<file path="config.mk">
export PLATFORM = sky130hd
export DESIGN_NAME = four_bit_adder
export DESIGN_NICKNAME = d
export VERILOG_FILES = /design/src/rtl/adder_pkg.sv /design/src/rtl/full_adder.sv /design/src/rtl/four_bit_adder.sv
export SDC_FILE = /design/constraint.sdc
export NUM_CORES = 1
export LEC_CHECK = 0
export CAP_MARGIN = 15
export CORE_AREA = 2 2 39 41
export DETAILED_ROUTE_END_ITERATION = 10
export DIE_AREA = 0 0 41 43
export GPL_TIMING_DRIVEN = 0
export HOLD_SLACK_MARGIN = 0.1
export REMOVE_ABC_BUFFERS = 1
export SLEW_MARGIN = 20
export SYNTH_ARGS = -nofsm -noshare
export SYNTH_HDL_FRONTEND = slang
export SYNTH_SLANG_ARGS = --single-unit
</file>
<file path="constraint.sdc">
create_clock -name clk -period 0.8 [get_ports clk]
set_clock_uncertainty 0.1 [all_clocks]
set_input_delay 0.24 -clock clk [delete_from_list [all_inputs] [get_ports clk]]
set_output_delay 0.24 -clock clk [all_outputs]
set_load 0.03 [all_outputs]
</file>
<file path="src/rtl/adder_pkg.sv">
// Shared constants for the registered ripple-carry adder.
//   WIDTH : operand and sum width (only 4 is supported)
package adder_pkg;

    localparam int unsigned WIDTH = 4;

endpackage : adder_pkg

</file>
<file path="src/rtl/full_adder.sv">
// One-bit full adder, purely combinational; one ripple-chain stage.
//   a, b : operand bits
//   ci   : carry in
//   s    : sum bit
//   co   : carry out
module full_adder (
    input  logic a,
    input  logic b,
    input  logic ci,
    output logic s,
    output logic co
);

    logic p_c;

    // Propagate term shared by sum and carry.
    assign p_c = a ^ b;
    assign s   = p_c ^ ci;
    assign co  = (a & b) | (ci & p_c);

endmodule : full_adder

</file>
<file path="src/rtl/four_bit_adder.sv">
// Registered 4-bit ripple-carry adder with carry-out, signed overflow and a
// one-cycle valid pulse per accepted operand set.
//   clk       : rising-edge clock
//   rst_n     : asynchronous active-low reset
//   A, B      : unsigned operands
//   Cin       : carry in (weight 1)
//   in_valid  : A/B/Cin are sampled at the next rising edge when high
//   z         : registered sum bits [WIDTH-1:0]
//   Cout      : registered carry out
//   ovf       : registered two's-complement overflow
//   out_valid : high for one cycle when z/Cout/ovf carry a new result
module four_bit_adder #(
    parameter int unsigned WIDTH = adder_pkg::WIDTH
) (
    input  logic             clk,
    input  logic             rst_n,
    input  logic [WIDTH-1:0] A,
    input  logic [WIDTH-1:0] B,
    input  logic             Cin,
    input  logic             in_valid,
    output logic [WIDTH-1:0] z,
    output logic             Cout,
    output logic             ovf,
    output logic             out_valid
);

    import adder_pkg::*;

    logic [WIDTH:0]   carry_c;
    logic [WIDTH-1:0] sum_c;
    logic             ovf_c;

    logic [WIDTH-1:0] z_q,         z_d;
    logic             cout_q,      cout_d;
    logic             ovf_q,       ovf_d;
    logic             out_valid_q, out_valid_d;

    // Ripple-carry chain: stage i consumes carry_c[i], produces carry_c[i+1].
    assign carry_c[0] = Cin;

    for (genvar i = 0; i < int'(WIDTH); i++) begin : g_stage
        full_adder u_fa (
            .a  (A[i]),
            .b  (B[i]),
            .ci (carry_c[i]),
            .s  (sum_c[i]),
            .co (carry_c[i+1])
        );
    end

    // Signed overflow: carry into the sign bit differs from carry out of it.
    assign ovf_c = carry_c[WIDTH-1] ^ carry_c[WIDTH];

    // Next-state: load only on a valid sample so idle-cycle inputs (even X)
    // never reach the result registers.
    always_comb begin
        z_d         = z_q;
        cout_d      = cout_q;
        ovf_d       = ovf_q;
        out_valid_d = 1'b0;
        if (in_valid) begin
            z_d         = sum_c;
            cout_d      = carry_c[WIDTH];
            ovf_d       = ovf_c;
            out_valid_d = 1'b1;
        end
    end

    // Output registers; async reset also drops any result pending release.
    always_ff @(posedge clk or negedge rst_n) begin
        if (!rst_n) begin
            z_q         <= '0;
            cout_q      <= 1'b0;
            ovf_q       <= 1'b0;
            out_valid_q <= 1'b0;
        end else begin
            z_q         <= z_d;
            cout_q      <= cout_d;
            ovf_q       <= ovf_d;
            out_valid_q <= out_valid_d;
        end
    end

    assign z         = z_q;
    assign Cout      = cout_q;
    assign ovf       = ovf_q;
    assign out_valid = out_valid_q;

endmodule : four_bit_adder

</file>
==> results.cfg, run 1 <==
[global_routing]
busiest_layer = met2
gr-usage-met1 = 0.0736
antenna_found_initial = 0
grt_pass1_vias = 284
grt_overflow = 0
track_usage = 0.0793
grt_max_degree = 10
grt_pass1_wl_um = 931
grt_util_met2 = 0.138
grtUsageMet3 = 0.0157

[routing]
ant_nets = 0
drcViolationCount = 0
vias_per_cell = 3.83
vias = 268
wl_um = 609
dr.pass1.iters = 1
drt_iter0_markers = 0
routedWlPerCell_um = 8.70

[logic_synthesis]
yosysSeqAreaShare = 0.464
ys_types = 9
yosysWarnings = 0
avgSynthCellArea_um2 = 13.0
netlist_area_um2 = 378
postSynthCellCount = 29
ys_seq_elements = 7

[timing]
slew-limit-headroom = 0.731
fin_ws_ns = -1.11
rsz0062_at_grt = true
fmax_mhz = 525
holdWs_ns = 0.154
setup_violations = 13
hold_viol_final = 0
layout_min_cycle_time_ns = 1.91
period_share = 2.38
drv_slew = 0
tightest_slew_ns = 0.403

[place]
portBuffers = 18
place_inst = 62
hpwl_um = 526
place_area_um2 = 567
gp_congestion = 0.639

[floorplanning]
io_pins = 19
initial_core_util = 0.273
die_w_um = 41
rows = 14
core-area_um2 = 1380
dieArea_um2 = 1760
die_height_um = 43

[worst_setup_path]
critPathArrivalTime_ns = 1.93
cp_slowest_cell = fa_2
cpPeakStageDelay_ns = 0.37
crit_chain = buf_6 > inv_2 > fa_2 > inv_2 > fa_2 > fa_2 > inv_2 > fa_2 > xnor2_2 > mux2_4
path_class = input pin to flop
cp.required_ns = 0.83
crit_path_start_kind = input pin
crit_path_max_fanout = 2
critPathCaptureType = flop
critical_path.most_common_cell = fa_2

[power]
power_per_cell_area_nw_per_um2 = 2040
irDropWorstVdd_mv = 0.633
total_power_mw = 1.31
p_leak_nw = 0.315

[layout]
layout-drive-gt1-share = 0.574
n_antenna_cell = 0
stdcell_count = 70
syn_to_final_growth_pct = 69.5
fin_util = 0.463
finish.net_count = 71
stdcell_area_um2 = 641
fillers = 145

[hold_path]
hold_class = input pin to asynchronous set/reset pin

[clocking]
numCtsBuffers = 3
clkSinkCount = 7
clockBufferDepth = 2
cts-htree-levels = 1
cts_tree = built
cts_root_buffer = clkbuf_4
cts.clk_slew.worst_paths_ns = 0.05
holdBufCountCts = 0
clkLatencyLatePin_ns = 0.24

[job]
maxCapViolations = 0

[run_status]
status = finished with violations
failed_checks = negative setup slack
[registers in the layout, summed over array words and instances, names as in the netlist]
register,flops
z,4
Cout,1
out_valid,1
ovf,1
[layout make-up]
type | instances | area, um2 | area share
repair buffers | 22 | 206 | 0.322
multi-input cells | 13 | 183 | 0.285
clock buffers | 4 | 26.3 | 0.0410
inverters | 8 | 30.0 | 0.0469
flip-flops and latches | 7 | 175 | 0.273
well taps | 16 | 20.0 | 0.0313
[worst paths after layout]
check                                  from               end  slack, ns  depth (start not counted)
setup / recovery                       A[0]   ovf$_DFFE_PN0P_      -1.11                         10
hold / removal                        rst_n  z[1]$_DFFE_PN0P_       0.15                          1
setup reg to reg           z[1]$_DFFE_PN0P_  z[1]$_DFFE_PN0P_      -0.18                          2
hold reg to reg            z[0]$_DFFE_PN0P_  z[0]$_DFFE_PN0P_       0.44                          2
max in group asynchronous             rst_n   ovf$_DFFE_PN0P_       0.21                          1
min in group clk                        Cin  z[0]$_DFFE_PN0P_       0.31                          4
[power breakdown]
group	internal, mW	leakage [nW]	total (mW)	switching, mW
clock	0.190	0.0150	0.307	0.118
combinational	0.293	0.219	0.535	0.243
sequential	0.418	0.0806	0.464	0.0456
total	0.900	0.315	1.31	0.406
[Yosys cell counts]
| master | count | area (um2) |
|---|---|---|
| inv_1 | 8 | 30.0 |
| nor2_1 | 2 | 7.51 |
| mux2i_1 | 1 | 10.0 |
| mux2_4 | 3 | 45.0 |
| dfrtp_1 | 7 | 175 |
| xnor2_1 | 1 | 8.76 |
| a21oi_1 | 2 | 10.0 |
| fa_1 | 4 | 80.1 |
| buf_6 | 1 | 11.3 |
[worst max-delay path, delay by kind of cell]
family / cells / cell delay (ns)
adder cells (fa/ha/maj): 4 / 1.11
multiplexers: 1 / 0.25
buffers and inverters: 4 / 0.20
XOR/XNOR: 1 / 0.14
[layout by cell type, fill, tap and decap left out, drive strengths merged]
master,instances
mux2i,1
nor2,2
dfrtp,7
xnor2,1
inv,8
a21oi,2
dlygate4sd2,3
clkdlybuf4s50,5
clkbuf,4
fa,4
mux2,3
buf,14
[per-layer routing]
metal | wire length [um] | up-vias
li1 | - | 134
met1 | 225 | 128
met2 | 359 | 6
met3 | 24 | 0
met4 | 0 | 0
met5 | 0 | -
[cells by family after synthesis]
group,after synthesis,share of synthesized area
DFF,7,0.464
AOI/OAI and AO/OA,2,0.0265
xor gates and xnor gates,1,0.0232
buffers and inverters,9,0.109
muxes,4,0.146
adders and majority gates,4,0.212
and+or+nand+nor,2,0.0199
[what timing repair did]
action                     CTS  global route
setup endpoints to repair   14            13
resized for setup           71             2
buffers inserted             2             2
pin swaps                    6             6
[per-stage QoR]
step | setup TNS, ns | setup slack [ns]
after floorplan | -5.82 | -1.34
after CTS | -7.15 | -1.17
after detailed placement | -13.61 | -1.90
final | -6.75 | -1.11
after global placement | -13.43 | -1.89
after global routing | -7.18 | -1.15
Note: power is estimated with default switching activity, not from simulation.
==> run 2, diff against run 1 <==
--- a/config.mk
+++ b/config.mk
@@ -12,6 +12,7 @@
 export GPL_TIMING_DRIVEN = 0
 export HOLD_SLACK_MARGIN = 0.1
 export REMOVE_ABC_BUFFERS = 1
+export SETUP_SLACK_MARGIN = 0.3
 export SLEW_MARGIN = 20
 export SYNTH_ARGS = -nofsm -noshare
 export SYNTH_HDL_FRONTEND = slang
==> results.cfg, run 2 (same netlist as run 1, synthesis figures left out) <==
[run_status]
status = finished with violations
failed_checks = negative hold slack, negative setup slack

[place]
place_area_um2 = 567
portBuffers = 18
place_ws_ns = -1.90
hpwl_um = 526
gp_congestion = 0.639

[clocking]
numCtsBuffers = 3
clockBufferDepth = 2
cts-htree-levels = 1
clkLatencyLatePin_ns = 0.24
clkSinkCount = 7
cts.clk_slew.worst_paths_ns = 0.05
cts_tree = built
cts_root_buffer = clkbuf_4

[worst_setup_path]
cpPeakStageDelay_ns = 0.37
critical_path.most_common_cell = fa_2
critPathArrivalTime_ns = 1.93
crit_chain = buf_6 > inv_2 > fa_2 > inv_2 > fa_2 > fa_2 > inv_2 > fa_2 > xnor2_2 > mux2_4
cpLargestDelayFamily = adder cells
critPathCaptureType = flop
path_buf_inv = 4
crit_path_start_kind = input pin
path_class = input pin to flop
cp.required_ns = 0.83
crit_path_max_fanout = 2
cp_slowest_cell = fa_2

[floorplanning]
initial_core_util = 0.273
io_pins = 19
dieArea_um2 = 1760
rows = 14
die_height_um = 43
die_w_um = 41
core-area_um2 = 1380

[timing]
tightest_slew_ns = 0.306
period_share = 2.38
fmax_mhz = 525
slew-limit-headroom = 0.796
tns_ns = -6.74
hold_viol_final = 7
rsz0062_at_grt = true
layout_min_cycle_time_ns = 1.91
holdWs_ns = -0.115
setup_violations = 13
fin_ws_ns = -1.11
drv_slew = 0

[power]
power_switching_mw = 0.406
p_sw_frac = 0.311
power_per_cell_area_nw_per_um2 = 2040
internal_power_mw = 0.899
irDropWorstVdd_mv = 0.631
p_leak_nw = 0.316
seqPwrFrac = 0.355
clkPwrFrac = 0.235
p_comb_frac = 0.409

[layout]
layout-drive-gt1-share = 0.593
largest_reg_flops = 4
finish.net_count = 71
stdcell_area_um2 = 641
final_common_cell = buf_6
syn_to_final_growth_pct = 69.5
final_cell_mix = buf_6 (8), dfrtp_1 (7), inv_2 (5)
n_antenna_cell = 0
fillers = 143
multiInputGateArea_um2 = 183
regArea_um2 = 175

[global_routing]
grt_pass1_wl_um = 931
grt_max_degree = 10
grt_pass1_vias = 284
antenna_found_initial = 0
track_usage = 0.0793
grt_overflow = 0

[routing]
dr.pass1.iters = 1
vias = 268
wl_um = 608
ant_nets = 0
drt_iter0_markers = 0
vias_per_cell = 3.83
routedWlPerCell_um = 8.69
drcViolationCount = 0

[hold_path]
hold_class = input pin to asynchronous set/reset pin

[job]
maxCapViolations = 0
run 2: cell types whose count changed in the layout (fill, tap and decap cells not counted), sizes merged:
cell | previous run | this run
clkdlybuf4s18 | 0 | 1
clkdlybuf4s50 | 5 | 4
run 2: path summary, 6_finish.rpt:
path	slack (ns)	depth (start not counted)	end	from
worst min-delay path	-0.12	1	z[1]$_DFFE_PN0P_	rst_n
worst min register to register	0.44	2	z[0]$_DFFE_PN0P_	z[0]$_DFFE_PN0P_
worst max register to register	-0.18	2	z[1]$_DFFE_PN0P_	z[1]$_DFFE_PN0P_
max in group asynchronous	0.48	1	ovf$_DFFE_PN0P_	rst_n
min in group clk	0.28	1	out_valid$_DFF_PN0_	in_valid
worst max-delay path	-1.11	10	ovf$_DFFE_PN0P_	A[0]
run 2: repair_timing:
action,CTS,global route
cloned,0,0
setup endpoints to repair,21,14
buffers inserted,2,2
endpoints found under the hold margin,7,7
pin swaps,6,6
gates resized for setup,75,2
run 2: power by group through the flow:
stage / Combinational (mW) / Sequential [mW] / Clock (mW)
4_1_cts: 0.519 / 0.465 / 0.319
5_1_grt: 0.576 / 0.469 / 0.345
3_5_place_dp: 0.477 / 0.454 / 0
2_1_floorplan: 0.126 / 0.582 / 0
3_3_place_gp: 0.471 / 0.457 / 0
6_report: 0.535 / 0.464 / 0.307
run 2: layout make-up:
type / count / share of cell area
clock buffers: 4 / 0.0410
flip-flops and latches: 7 / 0.273
repair buffers: 22 / 0.322
multi-input cells: 13 / 0.285
well taps: 16 / 0.0313
inverters: 8 / 0.0469
run 2: metrics by stage:
stage / instances / total power [mW] / hold WS, ns / utilization
4_1_cts: 68 / 1.30 / -0.108 / 0.452
2_1_floorplan: 28 / 0.707 / -0.156 / -
3_3_place_gp: 62 / 0.927 / 0.400 / 0.410
6_report: 70 / 1.31 / -0.115 / 0.463
5_1_grt: 70 / 1.39 / -0.104 / 0.463
3_5_place_dp: 62 / 0.931 / 0.398 / 0.410
run 2: routing by layer:
metal | GRT usage | share of wire | up-vias
met2 | 0.138 | 0.59 | 6
met5 | 0 | 0 | -
li1 | - | - | 134
met3 | 0.0157 | 0.039 | 0
met4 | 0.0600 | 0 | 0
met1 | 0.0736 | 0.37 | 128
